## src/rtl/zm_env_follow.sv

```systemverilog
// rtl/zm_env_follow.sv - peak envelope follower with onset gate and trigger
// Rectify -> envelope (instant attack, linear release) -> IDLE/HOLD/ON gate FSM.
module zm_env_follow #(
  parameter int HOLD_CYCLES = 4800
) (
  input  logic        clk,
  input  logic        rst,
  input  logic [15:0] sample_in,
  input  logic        sample_valid,
  input  logic [15:0] release_time,
  input  logic [14:0] threshold,
  input  logic [14:0] hysteresis,
  output logic [15:0] envelope,
  output logic        gate,
  output logic        trig_pulse
);

  localparam int HW = (HOLD_CYCLES > 2) ? $clog2(HOLD_CYCLES) : 1;
  localparam logic [HW-1:0] HOLD_LOAD = HW'(HOLD_CYCLES - 1);

  typedef enum logic [1:0] {
    S_IDLE = 2'd0,
    S_HOLD = 2'd1,
    S_ON   = 2'd2
  } state_t;

  state_t        state;
  logic [14:0]   mag;
  logic          mag_v;
  logic [14:0]   env;
  logic [11:0]   tick_cnt;
  logic          tick;
  logic [HW-1:0] hold_cnt;
  logic [15:0]   neg_sample;
  logic [14:0]   abs_sample;
  logic [14:0]   lo;
  logic          unused_release_lsbs;

  assign unused_release_lsbs = ^release_time[3:0];

  // -32768 has no positive 16-bit counterpart, so it clamps to full scale
  assign neg_sample = -sample_in;
  always_comb begin
    abs_sample = sample_in[14:0];
    if (sample_in[15]) begin
      abs_sample = (sample_in == 16'h8000) ? 15'h7FFF : neg_sample[14:0];
    end
  end

  assign lo       = (threshold > hysteresis) ? (threshold - hysteresis) : 15'd0;
  assign tick     = (tick_cnt == 12'd0);
  assign envelope = {1'b0, env};

  always_ff @(posedge clk or posedge rst) begin
    if (rst) begin
      mag   <= '0;
      mag_v <= 1'b0;
    end else begin
      mag_v <= sample_valid;
      if (sample_valid) begin
        mag <= abs_sample;
      end
    end
  end

  always_ff @(posedge clk or posedge rst) begin
    if (rst) begin
      tick_cnt <= '0;
    end else if (tick) begin
      tick_cnt <= release_time[15:4];
    end else begin
      tick_cnt <= tick_cnt - 12'd1;
    end
  end

  // Attack takes priority over a release tick landing on the same edge
  always_ff @(posedge clk or posedge rst) begin
    if (rst) begin
      env <= '0;
    end else if (mag_v && (mag > env)) begin
      env <= mag;
    end else if (tick && (env != 15'd0)) begin
      env <= env - 15'd1;
    end
  end

  always_ff @(posedge clk or posedge rst) begin
    if (rst) begin
      state      <= S_IDLE;
      hold_cnt   <= '0;
      gate       <= 1'b0;
      trig_pulse <= 1'b0;
    end else begin
      trig_pulse <= 1'b0;
      case (state)
        S_IDLE: begin
          if ((threshold != 15'd0) && (env >= threshold)) begin
            state      <= S_HOLD;
            hold_cnt   <= HOLD_LOAD;
            gate       <= 1'b1;
            trig_pulse <= 1'b1;
          end
        end
        // Crossings and dips are ignored until the hold expires
        S_HOLD: begin
          if (hold_cnt == '0) begin
            state <= S_ON;
          end else begin
            hold_cnt <= hold_cnt - HW'(1);
          end
        end
        S_ON: begin
          if ((threshold == 15'd0) || (env < lo)) begin
            state <= S_IDLE;
            gate  <= 1'b0;
          end
        end
        default: begin
          state <= S_IDLE;
          gate  <= 1'b0;
        end
      endcase
    end
  end

endmodule

```

## config.mk

```make
export PLATFORM = sky130hd
export DESIGN_NAME = zm_env_follow
export DESIGN_NICKNAME = d
export VERILOG_FILES = /design/src/rtl/zm_env_follow.sv
export SDC_FILE = /design/constraint.sdc
export NUM_CORES = 1
export LEC_CHECK = 0
export ABC_AREA = 1
export BUFFER_PORTS_ARGS = -buffer_cell sky130_fd_sc_hd__buf_2
export CAP_MARGIN = 20
export CORE_MARGIN = 5
export CORE_UTILIZATION = 53
export CTS_BUF_LIST = sky130_fd_sc_hd__clkbuf_16
export CTS_CLUSTER_SIZE = 25
export DETAILED_ROUTE_END_ITERATION = 10
export PLACE_DENSITY = 0.83
export SYNTH_ARGS = -nofsm -noshare
export SYNTH_HDL_FRONTEND = slang
export SYNTH_SLANG_ARGS = --single-unit
```

## constraint.sdc

```tcl
create_clock -name clk -period 1.8 [get_ports clk]
set_clock_uncertainty 0.05 [all_clocks]
set_input_delay 0.18 -clock clk [delete_from_list [all_inputs] [get_ports clk]]
set_output_delay 0.18 -clock clk [all_outputs]
set_load 0.005 [all_outputs]
```

Word-level counts from Yosys, hierarchy flattened
Index checks and enable logic that the tools add are counted.
Cells by class
  add/subtract/negate cells: 5
  magnitude comparators: 4
  eq/ne operators: 7
  muxes and demuxes: 18
  bitwise gates (word level): 1
  reduce and logical (&&, ||, !) cells: 15
Operators by type and width (count)
  2-to-1 mux 15 bit: 5
  > comparator 15 bit: 2
  nonzero test 15 bit: 2
  2-to-1 mux 13 bit: 2
  case mux 13 bit (2 select lines): 1
  equality test 16 bit, second input constant: 1
  >= comparator 15 bit: 1
  logical NOT 15 bit: 1
  less-than comparator 15 bit: 1
  negator 15 bit: 1
  subtractor 15 x 1 -> 15 bit, second input constant: 1
  subtractor 15 bit: 1
  logical NOT 13 bit: 1
  subtractor 13 x 1 -> 13 bit, second input constant: 1
  logical NOT 12 bit: 1
  2-to-1 mux 12 bit: 1
  subtractor 12 x 1 -> 12 bit, second input constant: 1
  AND reduction 3 bit: 3
  inequality test 2 bit, second input constant: 4
  2-to-1 mux 2 bit: 3
  case mux 2 bit (3 select lines): 1
  2-to-1 mux 1 bit: 4
  nonzero test 2 bit: 2
  logical AND 1 bit: 3
  6 further kinds: 6
Storage, ports and cells
  flip-flop bits (word level): 60
  input port bits: 65
  logic and storage cells: 58

Depth between registers and ports, before layout
  depth in word-level cells: 6
  depth in mapped cells: 25
  gate-level depth less buffers: 25

Worst setup path before layout
Ideal clock, no wire load.
  path type: input -> register
  from: input port threshold[0]
  to: register gate
  data arrival time: 2.610 ns
  data required time: 1.684 ns
  path slack: -0.926 ns
  stages on the path: 23
  path through: inv_1 > ha_1 > fa_1 > o21ai_1 > nand2_1 > nand3b_1 > nand3_1 > nand2_1 > nand2_1 > nand2_1 > nand2_1 > nand2_1 > nand2_1 > nand3_1 > nand3_1 > ha_1 > nand4_1 > o221a_2 > nand2_1 > nand2_1 > nand2_1 > nand2_1 > nand2_1
Between the ends
  cells in the longest elaborated chain, start to end: 6
RTL lines
  start: declaration: RTL line 11  | input logic [14:0] threshold,
  subtractor 15 bit or > comparator 15 bit (tied branches): RTL line 50  | assign lo = (threshold > hysteresis) ? (threshold - hysteresis) : 15'd0;
  2-to-1 mux 15 bit: RTL line 50
  less-than comparator 15 bit: RTL line 113  | if ((threshold == 15'd0) || (env < lo)) begin
  logical OR 1 bit: RTL line 113
  inequality test 2 bit (no line)
  AND reduction 3 bit (no line) (*)
  end signal: assignment: RTL line 100  | gate <= 1'b1;
  end signal: assignment: RTL line 115  | gate <= 1'b0;
  end signal: assignment: RTL line 120  | gate <= 1'b0;
  end: declaration: RTL line 14  | output logic gate,
Mark *: on every way between the ends. The rest lies on a longest branch, timed or not.
A chain may end at the register's enable or synchronous reset.

Worst setup path in the final report
  from: input port hysteresis[6]
  to: register gate
Between the ends
  cells in the longest elaborated chain, start to end: 6
RTL lines
  start: declaration: RTL line 12  | input logic [14:0] hysteresis,
  subtractor 15 bit or > comparator 15 bit (tied branches): RTL line 50
  2-to-1 mux 15 bit (*): RTL line 50
  less-than comparator 15 bit (*): RTL line 113
  logical OR 1 bit (*): RTL line 113
  inequality test 2 bit (no line) (*)
  AND reduction 3 bit (no line) (*)
Marks and branches as above.

==> flow_summary_export.csv <==
group,metric,value,unit
sta,timing.slew.headroom,63.6,%
outcome,status,"complete, but fails checks",
final_layout,fin_nets,1170,
placed_design,post_dp_cell_area,7300,sq um
min_path,hold_depth,3,
min_path,hold_end,"tick_cnt[0]$_DFF_PP0_",
sta,hold_viol,1,
floorplanning,start_util,53.5,%
floorplanning,io_pins,83,
yosys,ys_top_cells_by_area,"dfrtp_1, ha_1, nand2_1",
sta,worst_hold_slack,-0.00501,ns
pwr,peakVddDrop,1.14,mV
global_route,antenna_found_initial,0,
critical_path,cp_common_cell,"nand2_1",
route,vias,8002,
yosys,synth_fp_nets,890,
final_layout,seq_area,1520,sq um
pwr,power.switching,6260,uW
clock_tree,cts-root-buf,"clkbuf_16",
yosys,synth_cell_type_count,49,
clock_tree,insertion_delay,0.36,ns
critical_path,timing.rr.end,"env[10]$_DFFE_PP0P_",
final_layout,antenna_cells,0,
critical_path,worstSetupStartpointType,"primary input",
sta,tightest_slew,0.546,ns
yosys,synth_enable_flop_cells,0,
floorplanning,die_x,111,um
clock_tree,cts_htree_levels,3,
route,wl,30800,um
final_layout,fillers,398,
global_route,grt.total_usage,35.6,%
critical_path,cp_slowest_stage_delay,0.34,ns
critical_path,critPathCaptureType,"register",
clock_tree,clockBufferDepth,2,
final_layout,syn_to_final_growth,67.5,%
critical_path,cp_data_required_time,2.00,ns
sta,rsz0062_at_grt,"true",
global_route,grt_pass1_wl,35800,um
critical_path,slowest_stage,"ha_1",
floorplanning,die_h,111,um
route,drtPass1Iterations,11,
final_layout,fin_area,9080,sq um
run,maxCapViolations,0,
min_path,min_from,"release_time[4]",
route,final_antenna_net_count,0,
global_route,grt_pass1_vias,7245,
yosys,yosysWarningCount,0,
floorplanning,die-area,12400,sq um
sta,layout_setup_ws,-1.25,ns
critical_path,rr_startpoint,"env[10]$_DFFE_PP0P_",
pwr,p_int,6290,uW
clock_tree,cts_sinks,60,
yosys,avgSynthCellArea,7.15,sq um
pwr,p_leak,0.00454,uW
critical_path,crit_type,"primary input to register",
floorplanning,core-area,10100,sq um
yosys,synth_cells,759,
yosys,yosysSeqAreaShare,27.7,%
floorplanning,rows,37,
sta,max_freq,0.328,GHz
placed_design,dp_hpwl,11900,um
yosys,syn-cell-area,5420,sq um
final_layout,drive_gt1_share,48.9,%
sta,setup_viol,41,
sta,slew_violations,0,
min_path,hp-class,"primary input to register",
critical_path,crit_arrival,3.25,ns
outcome,violations,"design-rule violations, negative hold slack, negative setup slack",
placed_design,gp_congestion,0.904,
global_route,grt_start_max_net_pins,24,
sta,fin_crit_sh,170,%
yosys,yosys.area.top_type,"dfrtp_1",
critical_path,path_delay_family,"simple AND/OR/NAND/NOR gates",
clock_tree,cts_tree,"built",
clock_tree,clk_pin_slew,0.07,ns
final_layout,multiInputGateArea,4460,sq um
route,vias_per_cell,6.78,
sta,fin_crit,3.05,ns
route,drt_iter0_drc,1428,
pwr,power.share.sequential,18.5,%
pwr,p_per_area,1380,nW/um^2
route,drc,11,
critical_path,cp_max_fo,5,
placed_design,dp_worst_setup_slack,-1.21,ns
critical_path,r2r_slack,-0.73,ns
critical_path,cp_cell_sequence,"buf_2, inv_1, ha_4, nand2_1, nor2_1, nand2_1, nand2_2, nand2_1, nand2_1, a21boi_4, buf_6, nand3_1, ha_1, a21oi_1, nor2_1, a211oi_1, nand2_1, nand2_2, nand2_2, nand2_2, nand2_2, nand2_1, nand2_1",
placed_design,numPortBuffers,77,
critical_path,reg2reg_depth,11,
yosys,synth_ff_type,"dfrtp_1",
pwr,comb_power_share,66.7,%
clock_tree,cts_buffers,9,
yosys,synth_seq_cells,60,
critical_path,crit_buf_inv,3,
yosys,yosys.area.top_type_share,27.7,%
pwr,p_clk_share,14.8,%
yosys,ys_async_sr_fraction,100,%
pwr,switching_share,49.9,%
global_route,overflow,0,
route,wl_per_cell,26.1,um
==> worst max path at each step <==
stage | depth (start not counted) | end | start | slack [ns]
after floorplan | 23 | gate$_DFFE_PP0P_ | threshold[0] | -0.80
after global placement | 24 | gate$_DFFE_PP0P_ | threshold[0] | -1.09
after detailed placement | 24 | gate$_DFFE_PP0P_ | threshold[0] | -1.21
after CTS | 22 | gate$_DFFE_PP0P_ | hysteresis[0] | -0.70
after global routing | 23 | gate$_DFFE_PP0P_ | hysteresis[4] | -1.41
final | 23 | gate$_DFFE_PP0P_ | hysteresis[6] | -1.25
==> power groups by stage <==
stage | Sequential [uW] | Clock, uW | Combinational (uW)
final | 2320 | 1860 | 8370
after detailed placement | 2140 | 0 | 4910
after CTS | 2130 | 1740 | 5740
after global routing | 2310 | 1920 | 8620
after global placement | 2120 | 0 | 4660
after floorplan | 2190 | 0 | 2730
==> repair_timing <==
item / in CTS / in global routing
gates resized for setup: 104 / 145
pin swaps: 55 / 74
cloned: 7 / 2
endpoints found under the hold margin: 19 / 0
hold buffers: 1 / 0
buffers inserted: 19 / 22
endpoints found under the setup margin: 37 / 43
==> synth_stat cells, drive strengths merged, types with 4 or more instances <==
cell type / number
a21oi: 42
buf: 5
a31oi: 5
a21boi: 4
xor2: 23
dfrtp: 60
a22oi: 4
xnor2: 7
nand2: 154
inv: 128
nand3: 65
or2: 16
nor3: 22
clkbuf: 5
ha: 65
o211ai: 7
nor2: 70
nor4: 13
nand4: 9
o21ai: 37
==> final cells by class <==
class,count,area share [%]
Sequential cell,60,16.7
Tap cell,136,1.87
Clock buffer,9,2.48
Timing Repair Buffer,275,22.8
Timing Repair inverter,3,0.262
Inverter,129,5.94
Multi-Input combinational cell,561,49.1
Clock inverter,7,0.813
==> metal layers <==
layer | vias to the layer above | share of wire [%] | GRT usage [%] | wire (um)
met5 | - | 0 | 0 | 0
met4 | 0 | 11 | 25.0 | 3370
met3 | 393 | 16 | 8.90 | 4820
met2 | 1016 | 41 | 57.5 | 12600
met1 | 3516 | 33 | 41.1 | 10000
li1 | 3077 | - | - | -
==> sequential cells by signal, indices dropped and copies added, names as in the netlist <==
register	cells
env	15
gate	1
hold_cnt	13
mag	15
mag_v	1
state	2
tick_cnt	12
trig_pulse	1
==> stage by stage <==
stage | std cells | setup TNS, ns | hold WS [ns] | utilization, % | total power (uW)
after global routing | 1180 | -24.94 | -0.00191 | 89.6 | 12800
after floorplan | 759 | -3.60 | 0.161 | - | 4920
after CTS | 1160 | -10.60 | 0.00231 | 81.8 | 9610
after detailed placement | 1117 | -9.43 | 0.183 | 72.0 | 7050
final | 1180 | -22.30 | -0.00501 | 89.6 | 12600
after global placement | 1117 | -7.29 | 0.176 | 72.0 | 6780
==> cell families after synthesis <==
group | share of synthesized area (%)
buf+inv | 10.1
simple gates | 29.9
flops | 27.7
mux | 0.623
other cells | 0.0691
compound gates | 11.4
fa+ha+maj | 15.4
xor+xnor | 4.84
==> layout by cell type, fill, tap and decap left out, types with 9 or more instances in the layout <==
cell	instances
buf_2	76
nand2_2	25
inv_1	105
nand3_2	26
dfrtp_2	13
nand3_4	11
o21ai_0	22
dfrtp_1	47
a21oi_2	9
clkbuf_16	11
nor3_1	12
nor2_1	50
nor2_2	13
a21oi_1	30
ha_4	24
xor2_1	21
inv_2	16
nand2_1	121
ha_1	40
nand3_1	28
buf_4	165
or2_2	14
buf_6	25
==> worst register-to-register path: stages (launching register included) <==
cell and delay (ns):
dfrtp_2 0.46, inv_1 0.12, ha_1 0.34, nand2_1 0.24
o21ai_0 0.18, a21oi_1 0.24, nand2_2 0.16, nand2_8 0.19
buf_6 0.12, clkinv_2 0.10, nand2_1 0.13, nand3_2 0.10
Power figures use the tool's default switching activity.
